$ cat config.mk
export PLATFORM = sky130hd
export DESIGN_NAME = tdm_demux4
export DESIGN_NICKNAME = d
export VERILOG_FILES = /design/src/rtl/tdm_defs.sv /design/src/rtl/tdm_slot_ctr.sv /design/src/rtl/tdm_demux4.sv
export SDC_FILE = /design/constraint.sdc
export NUM_CORES = 1
export LEC_CHECK = 0
export CAP_MARGIN = 20
export CORE_UTILIZATION = 35
export DETAILED_ROUTE_END_ITERATION = 8
export GPL_TIMING_DRIVEN = 0
export PLACE_DENSITY = 0.64
export SLEW_MARGIN = 20
export SYNTH_ARGS = -nofsm -noshare
export SYNTH_HDL_FRONTEND = slang
export SYNTH_SLANG_ARGS = --single-unit
$ cat constraint.sdc
create_clock -name clk -period 2.4 [get_ports clk]
set_input_delay 0.24 -clock clk [delete_from_list [all_inputs] [get_ports clk]]
set_output_delay 0.24 -clock clk [all_outputs]
set_load 0.02 [all_outputs]
$ cat src/rtl/tdm_defs.sv
// Shared definitions for the 4-slot TDM demultiplexer: state encoding, slot width
// and the default loss-of-lock threshold.
package tdm_defs;

  typedef enum logic {
    StHunt = 1'b0,
    StLock = 1'b1
  } state_e;

  localparam int unsigned SlotW            = 2;
  localparam int unsigned MissLimitDefault = 2;
  localparam logic [SlotW-1:0] SlotFirst   = 2'd0;
  localparam logic [SlotW-1:0] SlotLast    = 2'd3;

endpackage

$ cat src/rtl/tdm_slot_ctr.sv
// Slot index and missing-marker counter for the TDM demultiplexer.
// Priority: clear > load1 > en.
module tdm_slot_ctr
  import tdm_defs::*;
#(
  parameter int unsigned MISS_LIMIT = MissLimitDefault
) (
  input  logic             clk,
  input  logic             rst,
  input  logic             en,
  input  logic             load1,
  input  logic             clear,
  output logic [SlotW-1:0] sel,
  output logic             wrap,
  output logic             miss_hit
);

  localparam int unsigned MissW = (MISS_LIMIT > 1) ? $clog2(MISS_LIMIT) : 1;

  logic [MissW-1:0] miss_q;

  always_ff @(posedge clk or posedge rst) begin
    if (rst) begin
      sel    <= SlotFirst;
      miss_q <= '0;
    end else if (clear) begin
      sel    <= SlotFirst;
      miss_q <= '0;
    end else if (load1) begin
      sel    <= SlotW'(1);
      miss_q <= '0;
    end else if (en) begin
      sel <= sel + SlotW'(1);
      // Advancing through slot 0 without load1 means the marker was absent.
      if (sel == SlotFirst) begin
        miss_q <= miss_q + MissW'(1);
      end
    end
  end

  assign wrap     = en & ~load1 & ~clear & (sel == SlotLast);
  assign miss_hit = (sel == SlotFirst) & (miss_q == MissW'(MISS_LIMIT - 1));

endmodule

$ cat src/rtl/tdm_demux4.sv
// Four-channel TDM demultiplexer with frame-marker hunt/lock and flywheel
// tolerance of up to MISS_LIMIT-1 consecutive missing markers.
module tdm_demux4
  import tdm_defs::*;
#(
  parameter int unsigned MISS_LIMIT = MissLimitDefault
) (
  input  logic             clk,
  input  logic             rst,
  input  logic             din,
  input  logic             en,
  input  logic             sync,
  output logic [3:0]       out,
  output logic [SlotW-1:0] sel,
  output logic             frame_valid,
  output logic             locked,
  output logic             sync_err
);

  state_e     state_q;
  logic [2:0] shadow_q;
  logic       adv;
  logic       load1;
  logic       lost;
  logic       wrap;
  logic       miss_hit;

  // Any enabled marker restarts the frame at slot 1; otherwise only LOCK advances.
  always_comb begin
    adv   = 1'b0;
    load1 = 1'b0;
    if (en) begin
      if (sync) begin
        load1 = 1'b1;
      end else if (state_q == StLock) begin
        adv = 1'b1;
      end
    end
  end

  assign lost   = adv & miss_hit;
  assign locked = (state_q == StLock);

  tdm_slot_ctr #(
    .MISS_LIMIT(MISS_LIMIT)
  ) u_slot_ctr (
    .clk      (clk),
    .rst      (rst),
    .en       (adv),
    .load1    (load1),
    .clear    (lost),
    .sel      (sel),
    .wrap     (wrap),
    .miss_hit (miss_hit)
  );

  always_ff @(posedge clk or posedge rst) begin
    if (rst) begin
      state_q     <= StHunt;
      shadow_q    <= '0;
      out         <= '0;
      frame_valid <= 1'b0;
      sync_err    <= 1'b0;
    end else begin
      frame_valid <= wrap;
      sync_err    <= 1'b0;
      if (load1) begin
        // A marker away from slot 0 drops the partial frame.
        shadow_q <= {2'b00, din};
        sync_err <= (state_q == StLock) && (sel != SlotFirst);
        state_q  <= StLock;
      end else if (lost) begin
        state_q <= StHunt;
      end else if (wrap) begin
        out <= {din, shadow_q};
      end else if (adv) begin
        shadow_q[sel] <= din;
      end
    end
  end

endmodule

# Yosys cells after proc, flatten, opt, wreduce, memory -nomap -nowiden

Index checks and enable logic that the tools add are counted.

$add $sub $neg: 2
$mul: 0
Div/mod/pow operators: 0
Order comparisons: 2
Equal/unequal tests: 3
Shifts and indexed selects: 0
Mux-type cells: 22
Bitwise operators: 7
Reductions and logical operators: 11

Operators with widths:

| cell                                                  | count |
|---|---|
| two-way mux 1 bit                                     | 13 |
| two-way mux 3 bit                                     | 4 |
| two-way mux 2 bit                                     | 3 |
| AND reduction 3 bit                                   | 2 |
| nonzero test 2 bit                                    | 3 |
| nonzero test 3 bit                                    | 2 |
| AND 1 bit                                             | 5 |
| inequality test 2 x 1 -> 1 bit, second input constant | 2 |
| bitwise mux 3 bit                                     | 1 |
| < comparator 2 x 3 -> 1 bit, second input constant    | 1 |
| adder 2 x 1 -> 2 bit, second input constant           | 1 |
| demux 1 bit (select 2 bit)                            | 1 |
| equality test 2 bit, second input constant            | 1 |
| >= comparator 2 x 1 -> 1 bit, second input constant   | 1 |
| logical AND 1 bit                                     | 2 |
| logical NOT 2 bit                                     | 1 |
| inverter 1 bit                                        | 2 |
| AND reduction 2 bit                                   | 1 |
| adder 1 bit, second input constant                    | 1 |

Register bits after elaboration: 13
Bits in latches: 0
Memory bits (writable): 0
Bits in read-only memories: 0
Input bits: 5
Output and inout bits: 9
Memories: 0

# Depth between registers and ports, before layout

Gate-level depths: netlist (run 1).

Depth in word-level cells: 10
Depth in mapped cells: 6

# Cells and area by module

A second synthesis (run 1) with hierarchy kept.

Cells, all modules: 60
Area, all modules: 633.1 um^2

Modules (own cells, without submodules):

| module       | instances | cells each | area an instance (um^2) | sequential area each (um^2) |
|---|---|---|---|---|
| tdm_demux4   | 1         | 40         | 447.9                   | 250.2 |
| tdm_slot_ctr | 1         | 20         | 185.2                   | 75.1 |

# Least setup slack after synthesis (run 1)

OpenSTA, ideal clock, no wires.

Path type: reg-to-reg
From: reg u_slot_ctr.sel[0]
To: reg out[0]
Data arrival time: 1.701 ns
Data required time: 2.275 ns
Slack: 0.574 ns
Stages on the path, launching flop included: 7
Path buffers: 1
Cell sequence: dfrtp_1 -> inv_1 -> ha_1 -> a21boi_4 -> and4b_1 -> buf_6 -> mux2_4

Word-level cells in the longest chain between the ends: 7
Elaborated cells between the ends (all ways): 8
Those cells by class: eq/ne: 1; bitwise: 5; reduce/logical: 2

Ends and longest elaborated chain:

| item                                   | RTL line           | text |
|---|---|---|
| start, declared                        | tdm_slot_ctr.sv:13 | `output logic [SlotW-1:0] sel,` |
| start signal, assigned                 | tdm_slot_ctr.sv:24 | `sel <= SlotFirst;` |
| start signal, assigned                 | tdm_slot_ctr.sv:27 | `sel <= SlotFirst;` |
| start signal, assigned                 | tdm_slot_ctr.sv:30 | `sel <= SlotW'(1);` |
| logical NOT 2 bit                      | tdm_slot_ctr.sv:42 | `assign miss_hit = (sel == SlotFirst) & (miss_q == MissW'(MISS_LIMIT - 1));` |
| AND 1 bit                              | tdm_slot_ctr.sv:42 |  |
| AND 1 bit                              | tdm_demux4.sv:41   | `assign lost = adv & miss_hit;` |
| inverter 1 bit (no source line)        | -                  |  |
| AND 1 bit                              | tdm_slot_ctr.sv:41 | `assign wrap = en & ~load1 & ~clear & (sel == SlotLast);` |
| AND 1 bit *                            | tdm_slot_ctr.sv:41 |  |
| named net u_slot_ctr.wrap              | tdm_slot_ctr.sv:14 | `output logic wrap,` |
| AND reduction 3 bit (no source line) * | -                  |  |
| end signal, assigned                   | tdm_demux4.sv:75   | `out <= {din, shadow_q};` |
| end, declared                          | tdm_demux4.sv:13   | `output logic [3:0] out,` |

The timed path passes the listed nets; every way through them passes the cells marked *.
A chain may end at the register's enable or synchronous reset.

# Worst setup path after layout (run 1)

From: reg u_slot_ctr.sel[0]
To: reg out[3]

The elaborated chain is that of the path after synthesis.

==> out/qor_table.md, run 1 <==
| Group | Metric | Value |
|:---|:---|:---|
| pwr | Sw Ratio | 0.352 |
| global route | Global-route wire length before repair | 2020 um |
| pwr | Clock Power Share | 0.151 |
| yosys | Library cell with the highest instance count after synthesis | sky130_fd_sc_hd__dfrtp_1 |
| timing | FMAX | 0.553 GHz |
| clock network | Hold bufs inserted after CTS | 0 |
| timing | Worst slew margin | 0.688 |
| clock network | Clock Latency Late Sink | 0.27 ns |
| yosys | Mapped Area | 678 um^2 |
| setup path | Kind of critical path | flip-flop to flip-flop |
| placed design | Routability cong. | 0.707 |
| yosys | Seq/Total Area, Yosys | 0.480 |
| timing | Final Max Tran Viols | 0 |
| die | Starting utilization of the core area | 0.384 |
| setup path | Critical path launch point type | flip-flop |
| yosys | Count of flip-flops with a built-in enable after synthesis | 0 |
| die | Die H | 46.0 um |
| pwr | P_sw | 0.309 mW |
| yosys | Largest area contributor in the synthesized netlist | sky130_fd_sc_hd__dfrtp_1 |
| yosys | Net count after synthesis | 66 |
| final layout | Nets@finish | 84 |
| yosys | Synth top area share | 0.480 |
| die | Area of the die | 2120 um^2 |
| yosys | Post-synth ARST share | 1.00 |
| route | DRC violations left | 0 |
| timing | Final clock period utilization by the worst path | 0.753 |
| clock network | Count of H-tree levels built during CTS | 1 |
| worst hold path | Worst min-delay path category | input port to async pin |
| die | IO Pins | 14 |
| final layout | Finished Layout Cells | 99 |
| clock network | Number of resized instances in the post-cts repair step | 0 |
| global route | Antenna violations before repair | 0 |
| route | DR vias | 481 |
| setup path | Element type at the critical path end | flip-flop |
| timing | Accumulated negative setup slack | 0 ns |
| yosys | Distinct cells, synth | 20 |
| pwr | Cell area power density | 1010 nW/um^2 |
| die | Placeable core area | 1760 um^2 |
| run | Max-cap check violation count | 0 |
| timing | Setup repair after global routing missed its margin | no |
| final layout | Number of inserted diodes | 0 |
| timing | Final worst hold slack | 0.270 ns |
| global route | Pin count of the biggest net entering global routing | 14 |
| placed design | Dpl cells | 95 |
| route | Via density per instance | 4.86 |
| pwr | Worst-case vdd ir drop | 0.000436 V |
| yosys | Post-synth top cells | sky130_fd_sc_hd__dfrtp_1, sky130_fd_sc_hd__nand2_1, sky130_fd_sc_hd__o21ai_0 |
| setup path | Flop-to-flop setup slack | 0.59 ns |
| clock network | Clock tree from TritonCTS | built |
| final layout | Area growth from synthesis to layout | 27.7% |
| yosys | Top_reg_cell synth | sky130_fd_sc_hd__dfrtp_1 |
| clock network | Largest buffer count on any clock path | 2 |
| pwr | Internal Pwr Total | 0.569 mW |
| die | Number of cell rows | 15 |
| timing | Worst clock skew | 0.00289 ns |
| clock network | CTS buffer count | 3 |
| die | Width of the die | 46.0 um |
| yosys | Synthesized instance count | 57 |
| global route | Number of global-route vias before repair | 446 |
| timing | Minimum period implied by the final worst setup slack | 1.81 ns |
| setup path | Arrival time at the worst endpoint | 1.97 ns |
| clock network | Total clock sinks | 13 |
| route | Number of antenna-violating nets in the routed design | 0 |
| pwr | Static leakage power | 0.394 nW |
| setup path | Reg2reg path depth | 6 |
| yosys | Mean cell area of the mapped netlist | 11.9 um^2 |
| status | Status | finished, final reports clean |
| yosys | Yosys reg bits | 13 |
| pwr | Flop pwr share | 0.399 |
| global route | Total routing resource utilization after global routing | 0.141 |
| setup path | Critical path required time | 2.56 ns |
| global route | GRT overflow | 0 |
| yosys | Warnings from Yosys | 0 |
| timing | Slew of the pin with the lowest slew margin | 0.468 ns |
| route | Wire length per cell after detailed routing | 11.3 um |
| route | Routed Wire Length | 1120 um |
| timing | Final count of hold timing violations | 0 |
| route | Starting DRC count in detailed routing | 0 |
| timing | Final number of setup-violating endpoints | 0 |
| setup path | Crit path max fanout | 6 |
| clock network | Root buf cell | sky130_fd_sc_hd__clkbuf_4 |
| clock network | Clock transition at the registers of the reported paths | 0.08 ns |
| clock network | Total setup buffers inserted after CTS | 0 |
| final layout | Fraction of final layout cells sized beyond drive strength 1 | 0.189 |
| route | Length of the first detailed-routing pass in iterations | 1 |
| placed design | Port buffer count | 13 |
| placed design | HPWL after DPL | 846 um |
| yosys | Synth top area cells | sky130_fd_sc_hd__dfrtp_1, sky130_fd_sc_hd__mux2_4, sky130_fd_sc_hd__ha_1, sky130_fd_sc_hd__o21ai_0, sky130_fd_sc_hd__nand2_1 |
| pwr | Combinational Power Share | 0.449 |
[power by group through the flow]
stage	Clock [mW]	Combinational [mW]	Sequential (mW)
after floorplan	0	0.199	0.408
after global placement	0	0.394	0.354
after detailed placement	0	0.398	0.356
after CTS	0.141	0.400	0.353
after global routing	0.151	0.433	0.364
final	0.133	0.395	0.350
[cells by family after synthesis]
logic type	after synthesis	synth area share
AND/OR/NAND/NOR	17	0.181
flip-flops	13	0.480
AO/OA/AOI/OAI	12	0.116
buffers and inverters	6	0.0443
multiplexers	5	0.105
adder cells (fa/ha/maj)	4	0.0738
[registers in the layout (all words and copies together), names as in the netlist]
name               count
frame_valid            1
shadow_q               3
locked                 1
out                    4
u_slot_ctr.miss_q      1
sync_err               1
u_slot_ctr.sel         2
[metal layers]
metal / wire length [um] / share of wire / track usage
met5: 0 / 0 / 0
met4: 12 / 0.011 / 0.0882
met3: 56 / 0.050 / 0.0357
met2: 504 / 0.45 / 0.208
met1: 542 / 0.49 / 0.180
[worst max-delay path: stages (launching register included)]
cell,delay (ns)
sky130_fd_sc_hd__dfrtp_1,0.42
sky130_fd_sc_hd__inv_1,0.10
sky130_fd_sc_hd__ha_1,0.30
sky130_fd_sc_hd__a21boi_4,0.23
sky130_fd_sc_hd__and4b_1,0.23
sky130_fd_sc_hd__buf_6,0.13
sky130_fd_sc_hd__mux2_4,0.29
[cells in the final DEF (no fill, tap or decap), types with 2 or more instances in the layout]
cell / Yosys / final
sky130_fd_sc_hd__a21oi_1: 2 / 2
sky130_fd_sc_hd__clkbuf_4: 0 / 3
sky130_fd_sc_hd__dfrtp_1: 13 / 13
sky130_fd_sc_hd__ha_1: 4 / 4
sky130_fd_sc_hd__clkdlybuf4s50_1: 0 / 13
sky130_fd_sc_hd__o21ai_0: 7 / 7
sky130_fd_sc_hd__nand2_1: 7 / 7
sky130_fd_sc_hd__and4b_2: 2 / 2
sky130_fd_sc_hd__inv_1: 4 / 4
sky130_fd_sc_hd__clkbuf_1: 1 / 2
sky130_fd_sc_hd__nand4b_1: 3 / 3
sky130_fd_sc_hd__mux2_4: 4 / 4
[metrics by stage]
step                      utilization  power, mW  instance area (um^2)  worst slack, ns
after global routing            0.491      0.948                   866            0.481
after detailed placement        0.476      0.754                   840            0.600
final                           0.491      0.878                   866            0.593
after CTS                       0.491      0.893                   866            0.584
after global placement          0.476      0.748                   840            0.607
after floorplan                     -      0.607                   678            0.574
[layout make-up]
class                      count  area (um^2)
fill                         185          898
timing repair buffer          13          130
buffer                         2         15.0
clock buffer                   4         26.3
sequential                    13          325
tap                           25         31.3
multi-input combinational     38          323
inverter                       4         15.0
[final timing paths]
kind | from | endpoint
max in group asynchronous | rst | u_slot_ctr.sel[0]
setup / recovery | u_slot_ctr.sel[0] | out[3]
min in group clk | shadow_q[0] | out[0]
setup reg to reg | u_slot_ctr.sel[0] | out[3]
hold reg to reg | shadow_q[0] | out[0]
hold / removal | rst | out[0]
(Power assumes the default switching activity.)
==> run 2, diff against run 1 <==
Settings changed: PLACE_DENSITY 0.64 to 0.66.
Clock period 2.4 ns to 1.6 ns, I/O delays scaled along.
==> run 2 against run 1 <==
Net effect:
- global-route usage is 1.0 points higher
- final cell count is 3.0% higher
- wire length grew 17%
- sequential power increased by 51%
- utilization up 2.3 points
- count of clock-buffer cells in the layout is the same
- combinational power up 77%
- largest power group unchanged
==> out/qor_table.md, run 2 (same netlist as run 1, synthesis figures left out) <==
| Group | Metric | Value |
|:---|:---|:---|
| final layout | Nets@finish | 87 |
| final layout | Fraction of final layout cells sized beyond drive strength 1 | 0.312 |
| clock network | Largest buffer count on any clock path | 2 |
| timing | Worst slew margin | 0.679 |
| final layout | Most common cell after layout, fill and taps aside | sky130_fd_sc_hd__clkdlybuf4s50_1 |
| die | Number of cell rows | 15 |
| setup path | Cell with the largest stage delay on the worst path | sky130_fd_sc_hd__clkdlybuf4s50_1 |
| timing | Setup repair after global routing missed its margin | no |
| pwr | P_sw | 0.502 mW |
| pwr | Pwr Total | 1.43 mW |
| clock network | Clock Latency Late Sink | 0.27 ns |
| final layout | Area growth from synthesis to layout | 33.8% |
| timing | Worst clock skew | 0.00320 ns |
| final layout | Number of inserted diodes | 0 |
| die | Die H | 46.0 um |
| pwr | Internal Pwr Total | 0.923 mW |
| clock network | Root buf cell | sky130_fd_sc_hd__clkbuf_4 |
| setup path | Critical path required time | 1.44 ns |
| setup path | Flop-to-flop setup slack | 0.06 ns |
| clock network | Count of H-tree levels built during CTS | 1 |
| status | Status | finished, final reports clean |
| pwr | Sw Ratio | 0.352 |
| setup path | Startpoint of the lowest-slack register-to-register path | u_slot_ctr.sel[0] |
| pwr | Worst-case vdd ir drop | 0.000806 V |
| timing | FMAX | 0.645 GHz |
| die | Width of the die | 46.0 um |
| final layout | Count of filler cells inserted in the layout | 181 |
| final layout | Most flop-heavy register | out |
| pwr | Clock Power Share | 0.136 |
| setup path | Kind of cell with the highest combined delay on the critical path | buffers and inverters |
| setup path | Critical path launch point type | flip-flop |
| placed design | Port buffer count | 13 |
| route | Length of the first detailed-routing pass in iterations | 2 |
| die | IO Pins | 14 |
| timing | Final count of hold timing violations | 0 |
| final layout | Max reg flops | 4 |
| pwr | Static leakage power | 0.403 nW |
| pwr | Flop pwr share | 0.372 |
| route | Routed Wire Length | 1310 um |
| global route | Number of global-route vias before repair | 529 |
| timing | Final Max Tran Viols | 0 |
| run | Max-cap check violation count | 0 |
| global route | Antenna violations before repair | 0 |
| route | DRC violations left | 0 |
| setup path | Reg2reg path depth | 6 |
| clock network | Hold bufs inserted after CTS | 0 |
| route | Starting DRC count in detailed routing | 2 |
| setup path | Reg-to-reg endpoint | out[3] |
| placed design | Routability cong. | 0.676 |
| die | Placeable core area | 1760 um^2 |
| global route | Pin count of the biggest net entering global routing | 14 |
| setup path | Worst path max stage delay | 0.60 ns |
| setup path | Kind of critical path | flip-flop to output port |
| setup path | Element type at the critical path end | output port |
| clock network | Clock tree from TritonCTS | built |
| route | DR vias | 514 |
| global route | Global-route wire length before repair | 2240 um |
| timing | Final number of setup-violating endpoints | 0 |
| setup path | Arrival time at the worst endpoint | 1.39 ns |
| route | Number of antenna-violating nets in the routed design | 0 |
| global route | Total routing resource utilization after global routing | 0.151 |
| setup path | Critical-path cell list | buf_4 -> clkdlybuf4s50_1 |
| final layout | Largest registers | out: 4 flops, shadow_q: 3 flops, u_slot_ctr.sel: 2 flops |
| setup path | Crit path max fanout | 3 |
| global route | GRT overflow | 0 |
| route | Wire length per cell after detailed routing | 12.8 um |
| clock network | Clock transition at the registers of the reported paths | 0.08 ns |
| pwr | Combinational Power Share | 0.492 |
| pwr | Cell area power density | 1570 nW/um^2 |
| clock network | CTS buffer count | 3 |
| final layout | Commonest cells after routing, fill and taps aside | sky130_fd_sc_hd__clkdlybuf4s50_1, sky130_fd_sc_hd__dfrtp_1, sky130_fd_sc_hd__o21ai_0, sky130_fd_sc_hd__nand2_1, sky130_fd_sc_hd__mux2_4 |
| die | Area of the die | 2120 um^2 |
| clock network | Total clock sinks | 13 |
| route | Via density per instance | 5.04 |
| die | Starting utilization of the core area | 0.384 |
| timing | Minimum period implied by the final worst setup slack | 1.55 ns |
| setup path | Number of buffers and inverters on the critical path | 2 |
| placed design | HPWL after DPL | 946 um |
| worst hold path | Worst min-delay path category | input port to async pin |
| timing | Slew of the pin with the lowest slew margin | 0.481 ns |
| timing | Final clock period utilization by the worst path | 0.968 |
| timing | Accumulated negative setup slack | 0 ns |
run 2: changes by cell type in the layout (fill, tap and decap cells not counted):
cell	previous run	this run
sky130_fd_sc_hd__dfrtp_2	0	3
sky130_fd_sc_hd__inv_1	4	2
sky130_fd_sc_hd__ha_2	0	1
sky130_fd_sc_hd__buf_4	0	3
sky130_fd_sc_hd__ha_4	0	1
sky130_fd_sc_hd__inv_2	0	2
sky130_fd_sc_hd__dfrtp_1	13	10
sky130_fd_sc_hd__ha_1	4	2
run 2: area by class of cell:
type	instances	area [um^2]	area share
Tap cell	25	31.3	0.0345
Buffer	2	15.0	0.0166
Timing Repair Buffer	16	153	0.168
Multi-Input combinational cell	38	338	0.372
Sequential cell	13	329	0.363
Clock buffer	4	26.3	0.0290
Inverter	4	15.0	0.0166
run 2: what timing repair did:
action,CTS,global route
buffers inserted,3,0
setup endpoints to repair,5,5
pin swaps,1,2
resized for setup,1,1
run 2: through the flow:
step	hold WS, ns	worst slack [ns]	utilization	cells	cell area, um^2
2_1_floorplan	0.0368	0.00489	-	57	693
3_3_place_gp	0.488	0.0100	0.484	95	855
3_5_place_dp	0.494	-0.0190	0.484	95	855
4_1_cts	0.220	0.0440	0.513	102	905
5_1_grt	0.259	0.000684	0.514	102	907
6_report	0.205	0.0508	0.514	102	907
run 2: worst max path at each step:
| stage | startpoint | end | slack, ns | depth (start not counted) |
|---|---|---|---|---|
| 3_3_place_gp | u_slot_ctr.sel[0] | out[1] | 0.01 | 6 |
| 4_1_cts | u_slot_ctr.sel[1] | out[3] | 0.04 | 6 |
| 3_5_place_dp | u_slot_ctr.sel[0] | out[3] | -0.02 | 6 |
| 2_1_floorplan | u_slot_ctr.sel[0] | out[0] | 0.005 | 6 |
| 6_report | u_slot_ctr.sel[0] | sel[0] | 0.05 | 2 |
| 5_1_grt | u_slot_ctr.sel[0] | out[3] | 0.0007 | 6 |
run 2: power by group through the flow:
stage                     sequential [mW]  combinational, mW  clock, mW
final                               0.530              0.701      0.194
after global routing                0.547              0.752      0.219
after CTS                           0.530              0.703      0.203
after detailed placement            0.544              0.639          0
after global placement              0.539              0.619          0
after floorplan                     0.620              0.325          0
run 2: routing by layer:
layer | global-route usage | routed length, um | part of all wire
met1 | 0.170 | 608 | 0.46
met5 | 0 | 0 | 0
met4 | 0.0529 | 0 | 0
met2 | 0.273 | 634 | 0.48
met3 | 0.0357 | 66 | 0.050
run 2: worst reg2reg max path, cell delays in order (launching register included):
cell	delay, ns
sky130_fd_sc_hd__dfrtp_2	0.39
sky130_fd_sc_hd__inv_2	0.06
sky130_fd_sc_hd__ha_4	0.19
sky130_fd_sc_hd__a21boi_4	0.14
sky130_fd_sc_hd__and4b_1	0.22
sky130_fd_sc_hd__buf_6	0.13
sky130_fd_sc_hd__mux2_4	0.29
